===== src/rtl/lift_car_emulator.sv =====
// Behavioural lift car: integrates hoist commands into a car position, drives floor
// contact sensing and a door FSM, and flags controller movement-rule violations.
module lift_car_emulator #(
    parameter int N_FLOORS      = 12,
    parameter int T             = 200,
    parameter int T_FLR_CONTCT  = 50,
    parameter int DOOR_OPEN_REQ = 100,
    parameter int START_FLOOR   = 0
) (
    input  logic                clk,
    input  logic                rst_n,
    input  logic                direction,
    input  logic                motion,
    input  logic                door_cmd,
    output logic [N_FLOORS-1:0] floor_sense,
    output logic [N_FLOORS-1:0] true_floor,
    output logic                at_floor,
    output logic                door_open,
    output logic [4:0]          violation,
    output logic                error
);

    localparam int PW = $clog2(T + 1) + 1;
    localparam int CW = (DOOR_OPEN_REQ > 1) ? $clog2(DOOR_OPEN_REQ) : 1;

    localparam logic signed [PW-1:0] POS_ONE    = PW'(1);
    localparam logic signed [PW-1:0] POS_TOP    = PW'(T);
    localparam logic signed [PW-1:0] POS_BOT    = -POS_TOP;
    localparam logic signed [PW-1:0] CONTACT_HI = PW'(T_FLR_CONTCT);
    localparam logic signed [PW-1:0] CONTACT_LO = -CONTACT_HI;
    localparam logic [N_FLOORS-1:0]  RESET_FLOOR = N_FLOORS'(1) << START_FLOOR;
    localparam logic [CW-1:0]        HOLD_LOAD   = CW'(DOOR_OPEN_REQ - 1);

    typedef enum logic [1:0] {
        DOOR_CLOSED,
        DOOR_OPEN,
        DOOR_HOLD_DONE
    } door_state_t;

    logic signed [PW-1:0] pos_q, pos_d, pos_step;
    logic [N_FLOORS-1:0]  true_floor_q, true_floor_d;
    logic [N_FLOORS-1:0]  floor_sense_q, floor_sense_d;
    logic                 at_floor_q, at_floor_d;
    door_state_t          door_state_q, door_state_d;
    logic                 door_open_q, door_open_d;
    logic [CW-1:0]        hold_cnt_q, hold_cnt_d;
    logic [4:0]           violation_q, violation_d;
    logic                 error_q, error_d;
    logic                 direction_q, door_cmd_q;
    logic                 overrun, motion_ok, in_contact;
    logic [4:0]           viol_now;

    // An overrun is only possible when level at an end floor, so the shift never wraps.
    always_comb begin
        overrun   = (pos_q == '0) &&
                    ((direction && true_floor_q[N_FLOORS-1]) || (!direction && true_floor_q[0]));
        motion_ok = motion && !door_open_q && !overrun;
        pos_step  = direction ? (pos_q + POS_ONE) : (pos_q - POS_ONE);

        pos_d        = pos_q;
        true_floor_d = true_floor_q;
        if (motion_ok) begin
            if (pos_step == POS_TOP) begin
                pos_d        = '0;
                true_floor_d = true_floor_q << 1;
            end else if (pos_step == POS_BOT) begin
                pos_d        = '0;
                true_floor_d = true_floor_q >> 1;
            end else begin
                pos_d = pos_step;
            end
        end

        in_contact    = (pos_d <= CONTACT_HI) && (pos_d >= CONTACT_LO);
        floor_sense_d = in_contact ? true_floor_d : '0;
        at_floor_d    = (pos_d == '0);
    end

    always_comb begin
        door_state_d = door_state_q;
        hold_cnt_d   = hold_cnt_q;
        case (door_state_q)
            DOOR_CLOSED: begin
                if (door_cmd && at_floor_q && !motion) begin
                    hold_cnt_d = HOLD_LOAD;
                    if (DOOR_OPEN_REQ > 1) begin
                        door_state_d = DOOR_OPEN;
                    end else begin
                        door_state_d = DOOR_HOLD_DONE;
                    end
                end
            end
            DOOR_OPEN: begin
                // Leave OPEN on the cycle the countdown lands on zero.
                if (hold_cnt_q <= CW'(1)) begin
                    door_state_d = DOOR_HOLD_DONE;
                    hold_cnt_d   = '0;
                end else begin
                    hold_cnt_d = hold_cnt_q - CW'(1);
                end
            end
            DOOR_HOLD_DONE: begin
                if (!door_cmd) begin
                    door_state_d = DOOR_CLOSED;
                end
            end
            default: begin
                door_state_d = DOOR_CLOSED;
            end
        endcase
        door_open_d = (door_state_d != DOOR_CLOSED);
    end

    always_comb begin
        viol_now    = '0;
        viol_now[0] = motion && (pos_q != '0) && (direction != direction_q);
        viol_now[1] = !motion && (pos_q != '0);
        viol_now[2] = motion && overrun;
        viol_now[3] = (motion && door_open_q) ||
                      (door_cmd && !door_cmd_q && (motion || (pos_q != '0)));
        viol_now[4] = (door_state_q == DOOR_OPEN) && !door_cmd;
        violation_d = violation_q | viol_now;
        error_d     = |viol_now;
    end

    always_ff @(posedge clk or negedge rst_n) begin
        if (!rst_n) begin
            pos_q         <= '0;
            true_floor_q  <= RESET_FLOOR;
            floor_sense_q <= RESET_FLOOR;
            at_floor_q    <= 1'b1;
            door_state_q  <= DOOR_CLOSED;
            door_open_q   <= 1'b0;
            hold_cnt_q    <= '0;
            violation_q   <= '0;
            error_q       <= 1'b0;
            direction_q   <= 1'b0;
            door_cmd_q    <= 1'b0;
        end else begin
            pos_q         <= pos_d;
            true_floor_q  <= true_floor_d;
            floor_sense_q <= floor_sense_d;
            at_floor_q    <= at_floor_d;
            door_state_q  <= door_state_d;
            door_open_q   <= door_open_d;
            hold_cnt_q    <= hold_cnt_d;
            violation_q   <= violation_d;
            error_q       <= error_d;
            direction_q   <= direction;
            door_cmd_q    <= door_cmd;
        end
    end

    assign floor_sense = floor_sense_q;
    assign true_floor  = true_floor_q;
    assign at_floor    = at_floor_q;
    assign door_open   = door_open_q;
    assign violation   = violation_q;
    assign error       = error_q;

endmodule


===== config.mk =====
export PLATFORM = sky130hd
export DESIGN_NAME = lift_car_emulator
export DESIGN_NICKNAME = d
export VERILOG_FILES = /design/src/rtl/lift_car_emulator.sv
export SDC_FILE = /design/constraint.sdc
export NUM_CORES = 1
export LEC_CHECK = 0
export ABC_AREA = 1
export CAP_MARGIN = 20
export CORE_ASPECT_RATIO = 1.25
export CORE_MARGIN = 2
export CORE_UTILIZATION = 32
export CTS_CLUSTER_SIZE = 16
export DETAILED_ROUTE_END_ITERATION = 10
export SYNTH_ARGS = -nofsm -noshare
export SYNTH_HDL_FRONTEND = slang
export SYNTH_SLANG_ARGS = --single-unit

===== constraint.sdc =====
create_clock -name clk -period 6.98 [get_ports clk]
set_clock_uncertainty 0.15 [all_clocks]
set_input_delay 1.396 -clock clk [delete_from_list [all_inputs] [get_ports clk]]
set_output_delay 1.396 -clock clk [all_outputs]
set_load 0.01 [all_outputs]

==> summary.txt <==
Synthesis
  – Synth Instances: 367
  – Mapped Nets: 383
  – Synth area leaders: dfrtp_1, inv_1, nand2_1
  – #FFs+latches synth: 52
  – Synth warn: 0
  – Post-synth top area share: 0.399
  – Largest area contributor in the netlist: dfrtp_1
  – Syn avg cell area: 8.37 um^2
  – EDFF count, synth: 0
  – Synth Flop Type: dfrtp_1
  – Netlist cell types: 43
  – Async set-reset flop share out of synthesis: 1.00
  – Mapped cell area: 0.00307 mm^2
  – Seq/Total Area, Yosys: 0.425

Placement
  – Post-DP HPWL: 4950 um
  – DP Cell Count: ~520
  – I/O Buffers: 36
  – Post-DP Area: 0.00352 mm^2
  – GP Congestion: 0.810

Setup path
  – Worst setup SP type: input pin
  – Setup slack, reg-to-reg: 4.04 ns
  – Crit-path cells: clkdlybuf4s50_1 > inv_1 > fa_1 > xor2_1 > nor2_1 > nand2_2 > nor2_2 > nand2_2 > nor2_4 > nor2_1 > nand3_1 > nand2_2 > nand2_1 > nand2_1 > nand2_1 > nand2_2 > a21oi_1
  – R2R depth: 15
  – Slowest stage delay, CP: 0.62 ns
  – CP arrival: 4.53 ns
  – Worst setup EP type: flip-flop
  – Most used cell along the critical path: nand2_2
  – Crit-path max FO: 14
  – Delay-heaviest family, CP: simple AND/OR/NAND/NOR gates
  – Slowest CP cell: clkdlybuf4s50_1
  – Reg2reg start: pos_q[0]$_DFF_PN0_
  – CP bufs+invs: 2
  – Critical path required time: 7.05 ns
  – Kind of critical path: input pin to flip-flop
  – R2R Path End: floor_sense[0]$_DFF_PN1_

Power and ir drop
  – Clock Power Share: 0.188
  – Comb power frac: 0.490
  – Leakage power total: about 1.8 nW
  – Tot Pwr: 0.00134 W
  – Worst vdd ir: 0.000122 V
  – Cell Pwr Density: approximately 360 mW/mm^2
  – Int Power: 0.000752 W
  – Sequential power share: 0.322
  – Sw frac: 0.438
  – Switching power: about 0.0006 W

Clocking
  – Post_cts resized: 0
  – Clock Path Buffers: 2
  – Setup Fix Bufs, Post-CTS: 0
  – Hold Buf Count CTS: 0
  – CTS sink cnt: 52
  – CTS tree: built
  – CTS clock-pin slew for the worst setup and hold paths: roughly 0.070 ns
  – Root Driver: clkbuf_16
  – H-tree levels: 2
  – TritonCTS buffer count: 5
  – Clk_lat worst skew: 0.29 ns

Global routing
  – Initial antenna violation count: 0
  – GRT overflow: 0
  – First-pass GRT wire length: 11300 um
  – GRT Overall Usage: 0.133
  – Largest net degree at the start of global routing: 53
  – Vias in the first global route: 2459

Floorplanning
  – Io pins: 37
  – Core area: 0.00946 mm^2
  – Row cnt: 40
  – Die Ht: 114 um
  – Die W: 91.6 um
  – Full die area: 0.0104 mm^2
  – Starting Density: 0.325

Routing
  – Initial DRC Count: 135
  – Routed len/inst: 12.1 um
  – Final ANT Viol Nets: 0
  – First drt pass iteration count: 4
  – Drc violations: 0
  – WL final: 6450 um
  – Post-DR vias/cell: 4.59
  – Vias after detailed routing: 2441

Layout
  – Area Growth Syn to Fin: 19.7%
  – Layout Cells excl Fill: roughly 530
  – Design area: 0.00368 mm^2
  – ANT cells: 0
  – Share of layout cells above drive strength 1: 0.195
  – Nets: 421

Timing
  – Slew HR: 0.573
  – Endpoints failing hold: 0
  – Count of final setup violators: 0
  – Unrepaired setup endpoints after global routing: false
  – Slew Viols, Final: 0
  – Post-layout min period: 4.46 ns
  – Final period util: 0.639
  – TNS Setup: 0 ns
  – Worst slew pin tran: about 0.64 ns
  – Fmax: between 200 and 250 MHz

Worst hold path
  – Hold_sp: violation[2]$_DFF_PN0_
  – Hold Path Sink: violation[2]$_DFF_PN0_
  – HP Class: flip-flop to flip-flop
  – Hold path depth: 1

Outcome
  – Status: finished clean

Job
  – # Max-Cap Violations: 0
## state kept, by name (all words and copies together), names as in the netlist
| register | cells |
|---|---|
| at_floor | 1 |
| true_floor | 12 |
| floor_sense | 12 |
| error | 1 |
| violation | 5 |
| door_state_q | 2 |
| pos_q | 9 |
| door_open | 1 |
| door_cmd_q | 1 |
| hold_cnt_q | 7 |
| direction_q | 1 |
## synth_stat cells (2+ instances only)
library cell / number
a21oi_2: 15
inv_2: 4
nor2_2: 5
buf_6: 2
nor2_1: 24
o21ai_0: 15
inv_1: 64
ha_1: 10
nand2_4: 2
nand3_2: 7
buf_2: 2
o21ai_2: 2
nand2_2: 20
nor2_4: 2
o21a_1: 2
nand2_1: 64
dfstp_2: 3
or2_2: 3
a21oi_1: 17
nand3_1: 29
nor3_1: 2
dfrtp_1: 49
o22ai_1: 2
xor2_1: 3
## per-stage QoR
step / utilization / setup slack [ns] / hold slack, ns
global placement: 0.373 / 2.23 / 0.305
finish: 0.389 / 2.52 / 0.319
floorplan: - / 3.42 / 0.315
detailed placement: 0.373 / 2.17 / 0.306
CTS: 0.389 / 2.49 / 0.324
global route: 0.389 / 2.19 / 0.348
## cells in the final DEF (no fill, tap or decap), drive strengths merged
cell type	n
o21a	2
clkdlybuf4s50	35
and3	1
o211ai	1
o21bai	1
nand3	37
dfstp	3
xnor2	1
dfrtp	49
inv	69
o31ai	1
ha	10
buf	2
a21oi	33
xor2	3
nand4	1
o22ai	2
nor3b	1
o21ai	18
fa	1
nand2	86
nor2	31
a31o	1
clkbuf	6
or3	1
or2	4
nor3	3
a22oi	1
nand3b	1
clkinv	1
## how the worst max path moves through the flow
stage / from / endpoint / slack (ns) / cells past startpoint
floorplan: direction / true_floor[1]$_DFF_PN0_ / 3.42 / 15
global placement: direction / floor_sense[0]$_DFF_PN1_ / 2.23 / 17
detailed placement: direction / floor_sense[0]$_DFF_PN1_ / 2.17 / 17
CTS: direction / floor_sense[0]$_DFF_PN1_ / 2.49 / 17
global route: direction / floor_sense[0]$_DFF_PN1_ / 2.19 / 20
finish: direction / floor_sense[0]$_DFF_PN1_ / 2.52 / 17
## power groups by stage
stage | clock network, W | registers [W] | logic, W
5_1_grt | 0.000269 | 0.000441 | 0.000749
3_5_place_dp | 0 | 0.000435 | 0.000664
3_3_place_gp | 0 | 0.000437 | 0.000645
6_report | 0.000251 | 0.000432 | 0.000657
4_1_cts | 0.000258 | 0.000432 | 0.000664
2_1_floorplan | 0 | 0.000427 | 0.000521
## metal layers
layer | share of wire | routed length, um | vias to the layer above | track usage
met1 | 0.44 | 2850 | 1160 | 0.162
met5 | 0 | 0 | - | 0
met4 | 0.020 | 130 | 0 | 0.0525
met3 | 0.028 | 179 | 10 | 0.0172
li1 | - | - | 1231 | -
met2 | 0.51 | 3290 | 40 | 0.237
## cell families (layout without fill, tap and decap cells)
group,Yosys count,in the layout,synth area share
AO/OA/AOI/OAI,60,60,0.129
AND/OR/NAND/NOR,166,166,0.282
buffers and inverters,74,113,0.105
adder cells (fa/ha/maj),11,11,0.0473
flip-flops,52,52,0.425
XOR/XNOR,4,4,0.0114
## final cells by class
class	instances	area, um^2
Tap cell	126	158
Inverter	68	255
Timing Repair Buffer	37	363
Sequential cell	52	1310
Clock buffer	6	139
Fill cell	971	5780
Multi-Input combinational cell	241	1440
Clock inverter	2	13.8
Power figures use the tool's default switching activity.
